===== src/rtl/box_322_axil_cfg_master.sv =====
// AXI-Lite master for the 322 MHz box configuration slave: one command in flight,
// converted to AW/W/B or AR/R, with completion counters and a sticky timeout flag.
module box_322_axil_cfg_master #(
  parameter int unsigned TIMEOUT = 4096
) (
  input  logic        axil_aclk,
  input  logic        axil_areset,
  input  logic        cmd_valid,
  output logic        cmd_ready,
  input  logic        cmd_we,
  input  logic [31:0] cmd_addr,
  input  logic [31:0] cmd_wdata,
  output logic        rsp_valid,
  input  logic        rsp_ready,
  output logic        rsp_we,
  output logic [31:0] rsp_rdata,
  output logic [1:0]  rsp_resp,
  output logic        m_axil_awvalid,
  output logic [31:0] m_axil_awaddr,
  input  logic        m_axil_awready,
  output logic        m_axil_wvalid,
  output logic [31:0] m_axil_wdata,
  input  logic        m_axil_wready,
  input  logic        m_axil_bvalid,
  input  logic [1:0]  m_axil_bresp,
  output logic        m_axil_bready,
  output logic        m_axil_arvalid,
  output logic [31:0] m_axil_araddr,
  input  logic        m_axil_arready,
  input  logic        m_axil_rvalid,
  input  logic [31:0] m_axil_rdata,
  input  logic [1:0]  m_axil_rresp,
  output logic        m_axil_rready,
  output logic [15:0] wr_cnt,
  output logic [15:0] rd_cnt,
  output logic [15:0] err_cnt,
  output logic        timeout
);

  typedef enum logic [2:0] {
    S_IDLE  = 3'd0,
    S_WR    = 3'd1,
    S_WR_B  = 3'd2,
    S_RD_AR = 3'd3,
    S_RD_R  = 3'd4,
    S_RSP   = 3'd5
  } state_t;

  localparam logic [15:0] TIMEOUT_C = 16'(TIMEOUT);

  function automatic logic [15:0] sat_inc16(input logic [15:0] v);
    if (v == 16'hFFFF) begin
      return v;
    end else begin
      return v + 16'd1;
    end
  endfunction

  state_t      state_r, state_s;
  logic        awvalid_r, wvalid_r, arvalid_r;
  logic [31:0] awaddr_r, wdata_r, araddr_r;
  logic        rsp_we_r;
  logic [31:0] rsp_rdata_r;
  logic [1:0]  rsp_resp_r;
  logic [15:0] wr_cnt_r, rd_cnt_r, err_cnt_r, tmo_cnt_r;
  logic        timeout_r;
  logic        accept_s, aw_done_s, w_done_s, b_done_s, r_done_s, in_flight_s;
  logic [1:0]  fin_resp_s;

  // Handshake and phase decodes shared by the sequential blocks.
  always_comb begin
    accept_s    = (state_r == S_IDLE) && cmd_valid;
    aw_done_s   = !awvalid_r || m_axil_awready;
    w_done_s    = !wvalid_r || m_axil_wready;
    b_done_s    = (state_r == S_WR_B) && m_axil_bvalid;
    r_done_s    = (state_r == S_RD_R) && m_axil_rvalid;
    in_flight_s = (state_r == S_WR) || (state_r == S_WR_B) ||
                  (state_r == S_RD_AR) || (state_r == S_RD_R);
    fin_resp_s  = b_done_s ? m_axil_bresp : m_axil_rresp;
  end

  // Next-state logic.
  always_comb begin
    state_s = state_r;
    case (state_r)
      S_IDLE: begin
        if (cmd_valid) begin
          state_s = cmd_we ? S_WR : S_RD_AR;
        end else begin
          state_s = S_IDLE;
        end
      end
      S_WR: begin
        if (aw_done_s && w_done_s) begin
          state_s = S_WR_B;
        end else begin
          state_s = S_WR;
        end
      end
      S_WR_B: begin
        if (m_axil_bvalid) begin
          state_s = S_RSP;
        end else begin
          state_s = S_WR_B;
        end
      end
      S_RD_AR: begin
        if (m_axil_arready) begin
          state_s = S_RD_R;
        end else begin
          state_s = S_RD_AR;
        end
      end
      S_RD_R: begin
        if (m_axil_rvalid) begin
          state_s = S_RSP;
        end else begin
          state_s = S_RD_R;
        end
      end
      S_RSP: begin
        if (rsp_ready) begin
          state_s = S_IDLE;
        end else begin
          state_s = S_RSP;
        end
      end
      default: state_s = S_IDLE;
    endcase
  end

  // State register.
  always_ff @(posedge axil_aclk or posedge axil_areset) begin
    if (axil_areset) begin
      state_r <= S_IDLE;
    end else begin
      state_r <= state_s;
    end
  end

  // Request channels: each valid drops only after its own handshake.
  always_ff @(posedge axil_aclk or posedge axil_areset) begin
    if (axil_areset) begin
      awvalid_r <= 1'b0;
      wvalid_r  <= 1'b0;
      arvalid_r <= 1'b0;
      awaddr_r  <= 32'd0;
      wdata_r   <= 32'd0;
      araddr_r  <= 32'd0;
    end else begin
      if (accept_s && cmd_we) begin
        awaddr_r  <= cmd_addr;
        wdata_r   <= cmd_wdata;
        awvalid_r <= 1'b1;
        wvalid_r  <= 1'b1;
      end
      if (accept_s && !cmd_we) begin
        araddr_r  <= cmd_addr;
        arvalid_r <= 1'b1;
      end
      if ((state_r == S_WR) && awvalid_r && m_axil_awready) begin
        awvalid_r <= 1'b0;
      end
      if ((state_r == S_WR) && wvalid_r && m_axil_wready) begin
        wvalid_r <= 1'b0;
      end
      if ((state_r == S_RD_AR) && m_axil_arready) begin
        arvalid_r <= 1'b0;
      end
    end
  end

  // Response capture and completion counters, updated on the edge entering RSP.
  always_ff @(posedge axil_aclk or posedge axil_areset) begin
    if (axil_areset) begin
      rsp_we_r    <= 1'b0;
      rsp_rdata_r <= 32'd0;
      rsp_resp_r  <= 2'b00;
      wr_cnt_r    <= 16'd0;
      rd_cnt_r    <= 16'd0;
      err_cnt_r   <= 16'd0;
    end else begin
      if (b_done_s) begin
        rsp_we_r    <= 1'b1;
        rsp_rdata_r <= 32'd0;
        rsp_resp_r  <= m_axil_bresp;
        wr_cnt_r    <= wr_cnt_r + 16'd1;
      end
      if (r_done_s) begin
        rsp_we_r    <= 1'b0;
        rsp_rdata_r <= m_axil_rdata;
        rsp_resp_r  <= m_axil_rresp;
        rd_cnt_r    <= rd_cnt_r + 16'd1;
      end
      if ((b_done_s || r_done_s) && (fin_resp_s != 2'b00)) begin
        err_cnt_r <= sat_inc16(err_cnt_r);
      end
    end
  end

  // In-flight cycle counter; the flag is sticky and never aborts the transfer.
  always_ff @(posedge axil_aclk or posedge axil_areset) begin
    if (axil_areset) begin
      tmo_cnt_r <= 16'd0;
      timeout_r <= 1'b0;
    end else begin
      if (accept_s) begin
        tmo_cnt_r <= 16'd0;
      end else if (in_flight_s) begin
        tmo_cnt_r <= sat_inc16(tmo_cnt_r);
      end
      if (in_flight_s && ((tmo_cnt_r + 16'd1) == TIMEOUT_C)) begin
        timeout_r <= 1'b1;
      end
    end
  end

  assign cmd_ready      = (state_r == S_IDLE) && !axil_areset;
  assign rsp_valid      = (state_r == S_RSP);
  assign m_axil_bready  = (state_r == S_WR_B);
  assign m_axil_rready  = (state_r == S_RD_R);
  assign m_axil_awvalid = awvalid_r;
  assign m_axil_awaddr  = awaddr_r;
  assign m_axil_wvalid  = wvalid_r;
  assign m_axil_wdata   = wdata_r;
  assign m_axil_arvalid = arvalid_r;
  assign m_axil_araddr  = araddr_r;
  assign rsp_we         = rsp_we_r;
  assign rsp_rdata      = rsp_rdata_r;
  assign rsp_resp       = rsp_resp_r;
  assign wr_cnt         = wr_cnt_r;
  assign rd_cnt         = rd_cnt_r;
  assign err_cnt        = err_cnt_r;
  assign timeout        = timeout_r;

endmodule


===== config.mk =====
export PLATFORM = sky130hd
export DESIGN_NAME = box_322_axil_cfg_master
export DESIGN_NICKNAME = d
export VERILOG_FILES = /design/src/rtl/box_322_axil_cfg_master.sv
export SDC_FILE = /design/constraint.sdc
export NUM_CORES = 1
export LEC_CHECK = 0
export CAP_MARGIN = 20
export CORE_MARGIN = 2
export CORE_UTILIZATION = 30
export CTS_BUF_LIST = sky130_fd_sc_hd__clkbuf_2
export CTS_CLUSTER_DIAMETER = 200
export DETAILED_ROUTE_END_ITERATION = 10
export DONT_BUFFER_PORTS = 1
export PLACE_DENSITY = 0.52
export SLEW_MARGIN = 20
export SYNTH_ARGS = -nofsm -noshare
export SYNTH_HDL_FRONTEND = slang
export SYNTH_SLANG_ARGS = --single-unit

===== constraint.sdc =====
create_clock -name axil_aclk -period 8.3 [get_ports axil_aclk]
set_clock_uncertainty 0.05 [all_clocks]
set_input_delay 0.83 -clock axil_aclk [delete_from_list [all_inputs] [get_ports axil_aclk]]
set_output_delay 0.83 -clock axil_aclk [all_outputs]
set_load 0.1 [all_outputs]

## After elaboration in Yosys (flattened, before gate mapping)

Index checks and enable logic that the tools add are counted.

- ROM bits: 0
- Logic and storage cells: 85
- Latch bits: 0
- Bits of input ports: 110
- Flip-flop bits (word level): 202
- Memory bits (writable): 0
- Memories: 0

- Multiply operators: 0
- Magnitude comparators: 0
- Reduce and logical (&&, ||, !) cells: 33
- Div/mod/pow operators: 0
- Multiplexer cells: 23
- $add $sub $neg: 4
- Shift-type cells: 0
- Eq/ne operators: 9
- Bitwise logic cells: 1

Operator list:

| operator | count |
|---|---|
| $add 16x1->16 const B | 4 |
| $mux 32 | 2 |
| $mux 16 | 3 |
| $eq 16x16->1 const B | 2 |
| $pmux 3 s6 | 1 |
| $eq 16x13->1 const B | 1 |
| $logic_and 1x1->1 | 14 |
| $mux 2 | 6 |
| $reduce_bool 2->1 | 6 |
| $mux 3 | 3 |
| $mux 1 | 8 |
| $eq 3x2->1 const B | 2 |
| $eq 3x3->1 const B | 2 |
| $logic_or 1x1->1 | 6 |
| $logic_not 1->1 | 4 |
| $reduce_and 2->1 | 2 |
| $eq 3x1->1 const B | 1 |
| $logic_not 3->1 | 1 |
| $ne 2x2->1 const B | 1 |
| $not 1->1 | 1 |

## Longest topological paths before layout

Gate-level depths: netlist (run 1).

- Depth after elaboration: 6
- Mapped depth: 8
- Mapped depth without buffers: 6

## Least setup slack after synthesis (run 1)

No wires, ideal clock.

- Kind: input to output
- From: input port axil_areset
- To: output port cmd_ready
- Path slack: 3,772 ps
- Data arrival time: 3,648 ps
- Buffers on the path: 0
- Stages: 1
- Cell sequence: nor4_1

- Longest elaborated chain between the ends: 2

Ends and longest elaborated chain:

| item | line | RTL |
|---|---|---|
| from (decl) | 7 | `input logic axil_areset,` |
| $logic_not 1->1 | 218 | `assign cmd_ready = (state_r == S_IDLE) && !axil_areset;` |
| $logic_and 1x1->1 | 218 |  |
| to (decl) | 9 | `output logic cmd_ready,` |

No other way between the ends.

## Worst setup path after layout (run 1)

- From: register state_r[1]
- To: output port m_axil_bready

- Longest elaborated chain between the ends: 1

Ends and longest elaborated chain:

| item | line | RTL |
|---|---|---|
| from (decl) | 59 | `state_t state_r, state_s;` |
| from (signal assigned) | 137 | `state_r <= state_s;` |
| $eq 3x2->1 | 220 | `assign m_axil_bready = (state_r == S_WR_B);` |
| to (decl) | 26 | `output logic m_axil_bready,` |

No other way between the ends.

==> qor.csv, run 1 <==
stage,metric,value,unit
detailed_routing,DRT Wirelength,21100,um
detailed_routing,Routed wire per std cell,18.1,um
setup_path,Crit path arrival time,2.26,ns
sta,Hold Fails Final Rpt,0,
synthesis,Synth top area share,59.9,%
setup_path,FF-to-FF Start,state_r[0],
global_routing,largest net degree at the start of global routing,124,
clocking,root buf cell,clkbuf_2,
run,max-cap violation count,0,
setup_path,CP Launch Type,flip-flop,
placed_design,GP Congestion,0.783,
hold_path,Min-Delay Path Class,in2reg,
sta,period utilisation layout,37.8,%
synthesis,post-synthesis sequential area ratio,59.9,%
clocking,CTS buffer count,57,
global_routing,vias in the first global route,5728,
sta,Peak Freq,319,MHz
die,IO Pins,297,
synthesis,Yosys cell types,54,
clocking,CTS tree,done,
die,starting density of the core,30.4,%
setup_path,Reg2Reg Setup Slack,5.19,ns
detailed_routing,Vias,5624,
sta,fin crit period,3.14,ns
synthesis,most frequent cell after synthesis,dfrtp_1,
clocking,clock buffer depth,3,
setup_path,CP Capture Type,output port,
die,Die Area,29500,sq um
sta,measured slew at the worst slew-check pin,1.06,ns
synthesis,Synth Flop Type,dfrtp_1,
synthesis,Mapped Avg Cell Area,13.3,sq um
synthesis,ys async rst share,100,%
hold_path,cell count of the worst hold path,1,
synthesis,Syn Nets,747,
clocking,# H-tree levels,2,
setup_path,Crit Path Category,reg2out,
final_layout,share of post-route cells with drive strength above 1,27.8,%
detailed_routing,DRT antenna net count,0,
detailed_routing,DR pass1 iterations,4,
detailed_routing,Residual DRC,0,
hold_path,Hold Path Sink,rsp_rdata[20],
die,core area,27700,sq um
sta,Final setup viols,0,
synthesis,Post-Syn Instances,633,
synthesis,Mapped Area,8430,sq um
global_routing,initial antenna violation count,1,
sta,max-slew headroom at the worst pin,29.0,%
placed_design,hpwl dp,14100,um
die,Rows,61,
global_routing,GRT Util Overall,13.3,%
clocking,worst skew pair latency,0.81,ns
clocking,clock transition at the registers of the reported paths,0.10,ns
setup_path,Worst Path Max Fanout,13,
final_layout,final net count,861,
synthesis,Area contributors post-synth,"dfrtp_1 60%, mux2_2 14%, xnor2_1 3.9%",
global_routing,GRT overflow,0,
sta,RSZ-0062 raised after global routing,no,
setup_path,Worst Setup SP,state_r[1],
sta,Slew Limit Fails,0,
setup_path,Required @ worst endpoint,7.42,ns
setup_path,worst reg2reg path endpoint,m_axil_awaddr[21],
status,outcome,"finished, final reports clean",
detailed_routing,post-DR vias/cell,4.82,
sta,Fin Setup TNS,0,ns
detailed_routing,1st-iter DRT viols,223,
placed_design,IO Port Bufs,0,
synthesis,top cell type by total area after synthesis,dfrtp_1,
synthesis,"EDFF count, synth",0,
hold_path,Hold Path Origin,m_axil_rdata[20],
synthesis,"flops & latches, synth",202,
setup_path,Worst R2R Path Depth,6,
global_routing,global-route wire length before repair,31100,um
clocking,clock sink count,202,
synthesis,total number of yosys warnings,0,
die,Die Span Y,172,um
die,Die W,172,um
final_layout,Area growth syn-to-layout,21.1,%
synthesis,Commonest cells post-synth,"202 x dfrtp_1, 102 x mux2_2, 38 x xnor2_1, 36 x nand2_1, 35 x a22o_1",
clocking,Post-CTS Resized,0,
[worst max-delay path by stage]
stage	to	slack (ns)
global placement	m_axil_awaddr[14]	5.12
global route	m_axil_awaddr[21]	4.93
floorplan	err_cnt[0]	1.91
CTS	m_axil_bready	5.03
detailed placement	m_axil_awaddr[21]	5.00
finish	m_axil_bready	5.16
[metal layers]
metal  share of wire [%]  track usage, %  routed length (um)
met5                   0               0                   0
met4                 2.4            5.38                 512
met3                 9.1            5.45                1920
met2                  50            21.9               10600
met1                  38            15.4                8020
[kinds of logic (layout without fill, tap and decap cells)]
| kind of cell | after synthesis | after routing | share of synthesized area, % |
|---|---|---|---|
| AO/OA/AOI/OAI | 68 | 68 | 6.45 |
| XOR/XNOR | 51 | 51 | 5.30 |
| adder cells (fa/ha/maj) | 4 | 4 | 0.593 |
| buffers and inverters | 42 | 197 | 2.76 |
| flip-flops | 202 | 202 | 59.9 |
| multiplexers | 116 | 116 | 15.4 |
| other | 0 | 1 | 0 |
| AND/OR/NAND/NOR | 150 | 150 | 9.57 |
[worst max-delay path, stage by stage, from the launching register on]
cell	delay, ns
dfrtp_1	0.65
nand2b_1	0.21
nor2_4	0.58
[final cells by class]
cell class | instances | area, sq um
clock buffers | 80 | 400
diodes | 1 | 2.50
flip-flops and latches | 202 | 5050
repair buffers | 86 | 918
multi-input cells | 389 | 3200
fillers | 2690 | 17500
clock inverters | 20 | 113
well taps | 378 | 473
inverters | 11 | 48.8
[sequential cells by signal, summed over array words and instances (netlist names), 2 cells and up]
| name | count |
|---|---|
| wr_cnt | 16 |
| tmo_cnt_r | 16 |
| m_axil_awaddr | 32 |
| state_r | 3 |
| rsp_rdata | 32 |
| rsp_resp | 2 |
| m_axil_araddr | 32 |
| m_axil_wdata | 32 |
| err_cnt | 16 |
| rd_cnt | 16 |
[stage by stage]
| step | instances | area (sq um) | hold WS, ns | worst slack [ns] | util (%) |
|---|---|---|---|---|---|
| after global placement | 988 | 8890 | 0.473 | 5.12 | 32.1 |
| final | 1167 | 10200 | 0.122 | 5.16 | 36.9 |
| after CTS | 1134 | 9870 | 0.000848 | 5.03 | 35.6 |
| after global routing | 1167 | 10200 | -0.00983 | 4.93 | 36.9 |
| after floorplan | 633 | 8430 | 0.443 | 1.91 | - |
| after detailed placement | 988 | 8900 | 0.469 | 5.00 | 32.1 |
[layout by cell type, fill, tap and decap left out, types with 3 or more instances in the layout]
cell type / synthesis / routed
dfrtp_1: 202 / 202
buf_16: 0 / 4
clkbuf_2: 0 / 80
and3_1: 16 / 16
xor2_1: 13 / 13
a22o_1: 35 / 35
mux2i_1: 12 / 12
inv_1: 11 / 10
nand2_1: 36 / 35
nor3_1: 6 / 6
a21oi_1: 4 / 4
nor2_1: 22 / 20
nand4_1: 25 / 25
o22ai_1: 3 / 3
xnor2_1: 38 / 38
nor2_4: 0 / 3
and4_1: 4 / 4
clkinv_1: 0 / 12
buf_4: 3 / 5
ha_1: 4 / 4
o21ai_0: 4 / 4
nand3_1: 19 / 19
mux2_2: 102 / 102
clkinv_2: 0 / 5
dlygate4sd3_1: 0 / 77
[what timing repair did]
action / 4_1_cts / 5_1_grt
hold endpoints to repair: 150 / 34
setup buffers: 0 / 0
hold buffers: 46 / 31
Power of run 1 is left out: the tool's default activity adds up to more than one toggle a clock period on the data nets, which glitch-free logic cannot reach.
==> run 2, diff against run 1 <==
--- a/config.mk
+++ b/config.mk
@@ -12,7 +12,7 @@
 export CTS_CLUSTER_DIAMETER = 200
 export DETAILED_ROUTE_END_ITERATION = 10
 export DONT_BUFFER_PORTS = 1
-export PLACE_DENSITY = 0.52
+export PLACE_DENSITY = 0.53
 export SLEW_MARGIN = 20
 export SYNTH_ARGS = -nofsm -noshare
 export SYNTH_HDL_FRONTEND = slang
==> constraint.sdc (replaced) <==
create_clock -name axil_aclk -period 2.8 [get_ports axil_aclk]
set_clock_uncertainty 0.05 [all_clocks]
set_input_delay 0.28 -clock axil_aclk [delete_from_list [all_inputs] [get_ports axil_aclk]]
set_output_delay 0.28 -clock axil_aclk [all_outputs]
set_load 0.1 [all_outputs]
==> qor.csv, run 2 (synthesis results as in run 1) <==
stage,metric,value,unit,change
setup_path,Worst path top cell family by delay,buffers and inverters,,
detailed_routing,Routed wire per std cell,17.3,um,-4.4%
sta,Peak Freq,394,MHz,
setup_path,Crit Path Category,reg2reg,,
sta,RSZ-0062 raised after global routing,no,,
die,Rows,61,,unchanged
detailed_routing,post-DR vias/cell,4.74,,-1.7%
placed_design,hpwl dp,14800,um,+4.6%
clocking,worst skew pair latency,0.80,ns,about the same
detailed_routing,DR pass1 iterations,4,,unchanged
sta,Hold Fails Final Rpt,0,,unchanged
die,core area,27700,sq um,unchanged
final_layout,final instance area,11200,sq um,+9.7%
die,Die Span Y,172,um,unchanged
setup_path,critical path cell sequence,"nor2b_1, nand2_1, inv_1, nand2_4, mux2_2, dlygate4sd3_1",,
setup_path,Worst Path Buf+Inv,2,,+2
final_layout,register area,5060,sq um,about the same
clocking,CTS buffer count,54,,-5.3%
sta,Slew Limit Fails,0,,unchanged
final_layout,"most common cell after layout, fill and taps aside",dfrtp_1,,
setup_path,Worst Path Max Fanout,22,,+9
setup_path,Crit path arrival time,3.16,ns,+0.90 ns
final_layout,share of post-route cells with drive strength above 1,30.7,%,+2.9 points
die,IO Pins,297,,unchanged
placed_design,GP Congestion,0.768,,-1.9%
global_routing,GRT Util Overall,14.9,%,+1.5 points
status,outcome,"finished, final reports clean",,
detailed_routing,DRT Wirelength,22100,um,+4.8%
clocking,clock sink count,202,,unchanged
clocking,# H-tree levels,2,,unchanged
global_routing,vias in the first global route,6638,,+16%
clocking,root buf cell,clkbuf_2,,
clocking,CTS tree,done,,
die,Die Area,29500,sq um,unchanged
sta,Final setup viols,0,,unchanged
setup_path,CP max stage delay,0.69,ns,+0.04 ns
placed_design,placed inst area,9370,sq um,+5.3%
global_routing,GRT overflow,0,,unchanged
sta,period utilisation layout,90.6,%,
setup_path,CP Launch Type,flip-flop,,
global_routing,global-route wire length before repair,34500,um,+11%
setup_path,Worst path slowest cell,dfrtp_1,,
global_routing,initial antenna violation count,2,,+1
final_layout,most frequent cells in the layout,"201 x dfrtp_1, 132 x dlygate4sd3_1, 102 x mux2_2",,
run,max-cap violation count,0,,unchanged
sta,max-slew headroom at the worst pin,37.0,%,+8.0 points
clocking,clock transition at the registers of the reported paths,0.11,ns,about the same
setup_path,Required @ worst endpoint,3.42,ns,-4.00 ns
final_layout,multi-input combinational cell area,3220,sq um,+0.51%
die,starting density of the core,30.4,%,unchanged
hold_path,Min-Delay Path Class,in2async,,
detailed_routing,DRT antenna net count,0,,unchanged
detailed_routing,1st-iter DRT viols,188,,-16%
final_layout,Area growth syn-to-layout,32.8,%,
final_layout,final net count,972,,+13%
detailed_routing,Residual DRC,0,,unchanged
sta,measured slew at the worst slew-check pin,0.945,ns,-0.117 ns
sta,fin crit period,2.54,ns,
detailed_routing,Vias,6058,,+7.7%
die,Die W,172,um,unchanged
global_routing,largest net degree at the start of global routing,54,,-56%
clocking,clock buffer depth,3,,unchanged
placed_design,IO Port Bufs,0,,unchanged
final_layout,Filler Cell Count,2600,,-3.3%
setup_path,CP Capture Type,flip-flop,,
==> run 2: area by class of cell <==
cell class	count	share of cell area (%)
repair buffers	200	17.0
diodes	1	0.0223
flip-flops and latches	202	45.2
inverters	11	0.402
clock inverters	22	1.04
well taps	378	4.22
clock buffers	76	3.40
multi-input cells	389	28.7
==> run 2: layer usage <==
layer	global-route usage [%]	vias to the layer above	wire [um]
met5	0	-	9
met4	5.53	2	540
met3	6.30	53	2280
met2	26.2	259	11400
met1	15.8	2979	7900
li1	-	2765	-
==> run 2: worst paths after layout <==
| path | from | endpoint | slack [ns] | cells after the start |
|---|---|---|---|---|
| min | axil_areset | rsp_rdata[1] | 0.11 | 2 |
| min in group axil_aclk | cmd_wdata[17] | m_axil_wdata[17] | 0.13 | 2 |
| max in group asynchronous | axil_areset | rd_cnt[2] | 1.66 | 3 |
| min reg2reg | m_axil_arvalid | m_axil_arvalid | 0.47 | 1 |
| max | state_r[0] | m_axil_wdata[1] | 0.26 | 6 |
| max reg2reg | state_r[0] | m_axil_wdata[1] | 0.26 | 6 |
==> run 2: repair_timing <==
action                                  CTS  global route
setup buffers                             0             1
gates resized for setup                   0             1
endpoints found under the hold margin   361             0
endpoints found under the setup margin    0             7
hold buffers                            132             0
==> run 2: metrics by stage <==
stage / setup WS, ns / instances / util, % / setup TNS (ns) / hold WS (ns)
3_3_place_gp: 0.449 / 1047 / 33.8 / 0 / 0.272
2_1_floorplan: -0.146 / 633 / - / -29.55 / 0.342
4_1_cts: 0.0873 / 1277 / 40.4 / 0 / 0.0000565
3_5_place_dp: 0.361 / 1047 / 33.8 / 0 / 0.298
5_1_grt: 0.0968 / 1279 / 40.4 / 0 / 0.00716
6_report: 0.262 / 1279 / 40.4 / 0 / 0.109
Power of run 2 is left out for the same reason.
==> run 3, diff against run 2 <==
--- a/config.mk
+++ b/config.mk
@@ -11,8 +11,6 @@
 export CTS_BUF_LIST = sky130_fd_sc_hd__clkbuf_2
 export CTS_CLUSTER_DIAMETER = 200
 export DETAILED_ROUTE_END_ITERATION = 10
-export DONT_BUFFER_PORTS = 1
-export PLACE_DENSITY = 0.53
 export SLEW_MARGIN = 20
 export SYNTH_ARGS = -nofsm -noshare
 export SYNTH_HDL_FRONTEND = slang
==> qor.csv, run 3 (synthesis results as in run 1) <==
stage,metric,value,unit,change
setup_path,Crit Path Category,reg2reg,,
clocking,root buf cell,clkbuf_2,,
die,Die Span Y,172,um,unchanged
sta,Slew Limit Fails,0,,unchanged
sta,RSZ-0062 raised after global routing,no,,
die,starting density of the core,30.4,%,unchanged
clocking,clock transition at the registers of the reported paths,0.12,ns,about the same
sta,period utilisation layout,91.8,%,+1.2 points
setup_path,Required @ worst endpoint,3.51,ns,+0.09 ns
global_routing,GRT overflow,0,,unchanged
setup_path,Reg2Reg Setup Slack,0.23,ns,-0.03 ns
die,IO Pins,297,,unchanged
detailed_routing,Residual DRC,0,,unchanged
detailed_routing,post-DR vias/cell,4.52,,-4.6%
sta,Final setup viols,0,,unchanged
setup_path,CP Capture Type,flip-flop,,
global_routing,initial antenna violation count,2,,unchanged
final_layout,most frequent cells in the layout,"202 x dfrtp_1, 197 x buf_4, 109 x clkdlybuf4s50_1",,
detailed_routing,Vias,6739,,+11%
final_layout,"most common cell after layout, fill and taps aside",dfrtp_1,,
clocking,CTS tree,done,,
die,Die Area,29500,sq um,unchanged
detailed_routing,DRT antenna net count,0,,unchanged
clocking,clock sink count,202,,unchanged
hold_path,Min-Delay Path Class,in2reg,,
clocking,# H-tree levels,2,,unchanged
setup_path,Crit path arrival time,3.28,ns,+0.12 ns
final_layout,Non-Filler Instances,1491,,+17%
setup_path,capture point of the critical path,rsp_resp[0],,
clocking,CTS buffer count,56,,+3.7%
final_layout,share of post-route cells with drive strength above 1,36.6,%,+6.0 points
status,outcome,"finished, final reports clean",,
global_routing,GRT Util Overall,16.0,%,+1.1 points
clocking,Post-CTS Setup Bufs,0,,unchanged
final_layout,final net count,1185,,+22%
sta,measured slew at the worst slew-check pin,0.647,ns,-0.298 ns
global_routing,global-route wire length before repair,37300,um,+8.3%
clocking,worst skew pair latency,0.80,ns,about the same
run,max-cap violation count,0,,unchanged
die,Die W,172,um,unchanged
placed_design,hpwl dp,15800,um,+7.2%
die,Rows,61,,unchanged
die,core area,27700,sq um,unchanged
clocking,clock buffer depth,3,,unchanged
placed_design,placed insts,1290,,+23%
sta,max-slew headroom at the worst pin,56.9,%,+20 points
setup_path,Worst Setup SP,state_r[1],,
detailed_routing,DRT Wirelength,24000,um,+8.8%
global_routing,vias in the first global route,7041,,+6.1%
placed_design,GP Congestion,0.759,,-1.2%
detailed_routing,Routed wire per std cell,16.1,um,-6.7%
setup_path,Worst R2R Path Depth,6,,unchanged
setup_path,Worst Path Max Fanout,23,,+4.5%
sta,Hold Fails Final Rpt,0,,unchanged
detailed_routing,1st-iter DRT viols,176,,-6.4%
setup_path,FF-to-FF Start,state_r[1],,
setup_path,CP Launch Type,flip-flop,,
detailed_routing,DR pass1 iterations,4,,unchanged
final_layout,Area growth syn-to-layout,53.3,%,
setup_path,worst reg2reg path endpoint,rsp_resp[0],,
sta,fin crit period,2.57,ns,+0.0339 ns
global_routing,largest net degree at the start of global routing,106,,+96%
placed_design,IO Port Bufs,296,,+296
sta,Peak Freq,389,MHz,-1.3%
run 3: cell count changes in the layout (fill, tap and decap cells not counted), moves of 2 or more:
cell	previous run	this run
buf_4	62	197
clkdlybuf4s50_1	0	109
dlygate4sd3_1	132	101
clkbuf_2	76	83
clkinv_2	6	0
buf_12	6	4
nor3b_2	0	2
nor3b_4	2	0
run 3: area by class of cell:
type,count,area (sq um)
multi-input combinational,389,3190
inverter,11,45.0
timing repair buffer,411,3660
sequential,202,5050
clock inverter,15,82.6
antenna,2,5.00
clock buffer,83,415
tap,378,473
fill,2538,14800
run 3: critical path, stage by stage (launching register included):
cell	delay, ns
dfrtp_1	0.57
nor4bb_4	0.50
buf_4	0.34
buf_4	0.30
a22oi_1	0.12
dlygate4sd3_1	0.59
nand2_1	0.06
run 3: worst min path at each step:
stage               slack [ns]  cells after the start              to           start
finish                    0.14                      3  m_axil_awvalid  m_axil_awready
CTS                     0.0007                      3      state_r[2]   m_axil_bvalid
detailed placement        0.42                      1      wr_cnt[15]      wr_cnt[15]
global placement          0.42                      2     rsp_resp[0]     rsp_resp[0]
floorplan                 0.34                      1      state_r[1]          cmd_we
global route              0.03                      3  m_axil_awvalid  m_axil_awready
run 3: repair_timing:
item,in CTS,in global routing
gates resized for setup,0,0
hold buffers,101,0
endpoints found under the hold margin,225,0
run 3: stage by stage:
step | utilization [%] | hold WS (ns) | setup TNS, ns | instance area (sq um) | setup WS (ns)
2_1_floorplan | - | 0.342 | -29.55 | 8450 | -0.146
3_3_place_gp | 41.2 | 0.418 | 0 | 11400 | 0.472
3_5_place_dp | 41.2 | 0.418 | 0 | 11400 | 0.444
4_1_cts | 46.7 | 0.000721 | 0 | 12900 | 0.144
5_1_grt | 46.7 | 0.0343 | 0 | 12900 | 0.0261
6_report | 46.7 | 0.142 | 0 | 12900 | 0.229
run 3: metal layers:
layer  wire length (um)  vias to the layer above  track usage [%]
met3               1980                       55             5.45
met5                  0                        -                0
met4                668                        0             6.23
met2              11300                      231             25.5
li1                   -                     3182                -
met1              10100                     3271             19.9
Power of run 3 is left out for the same reason.
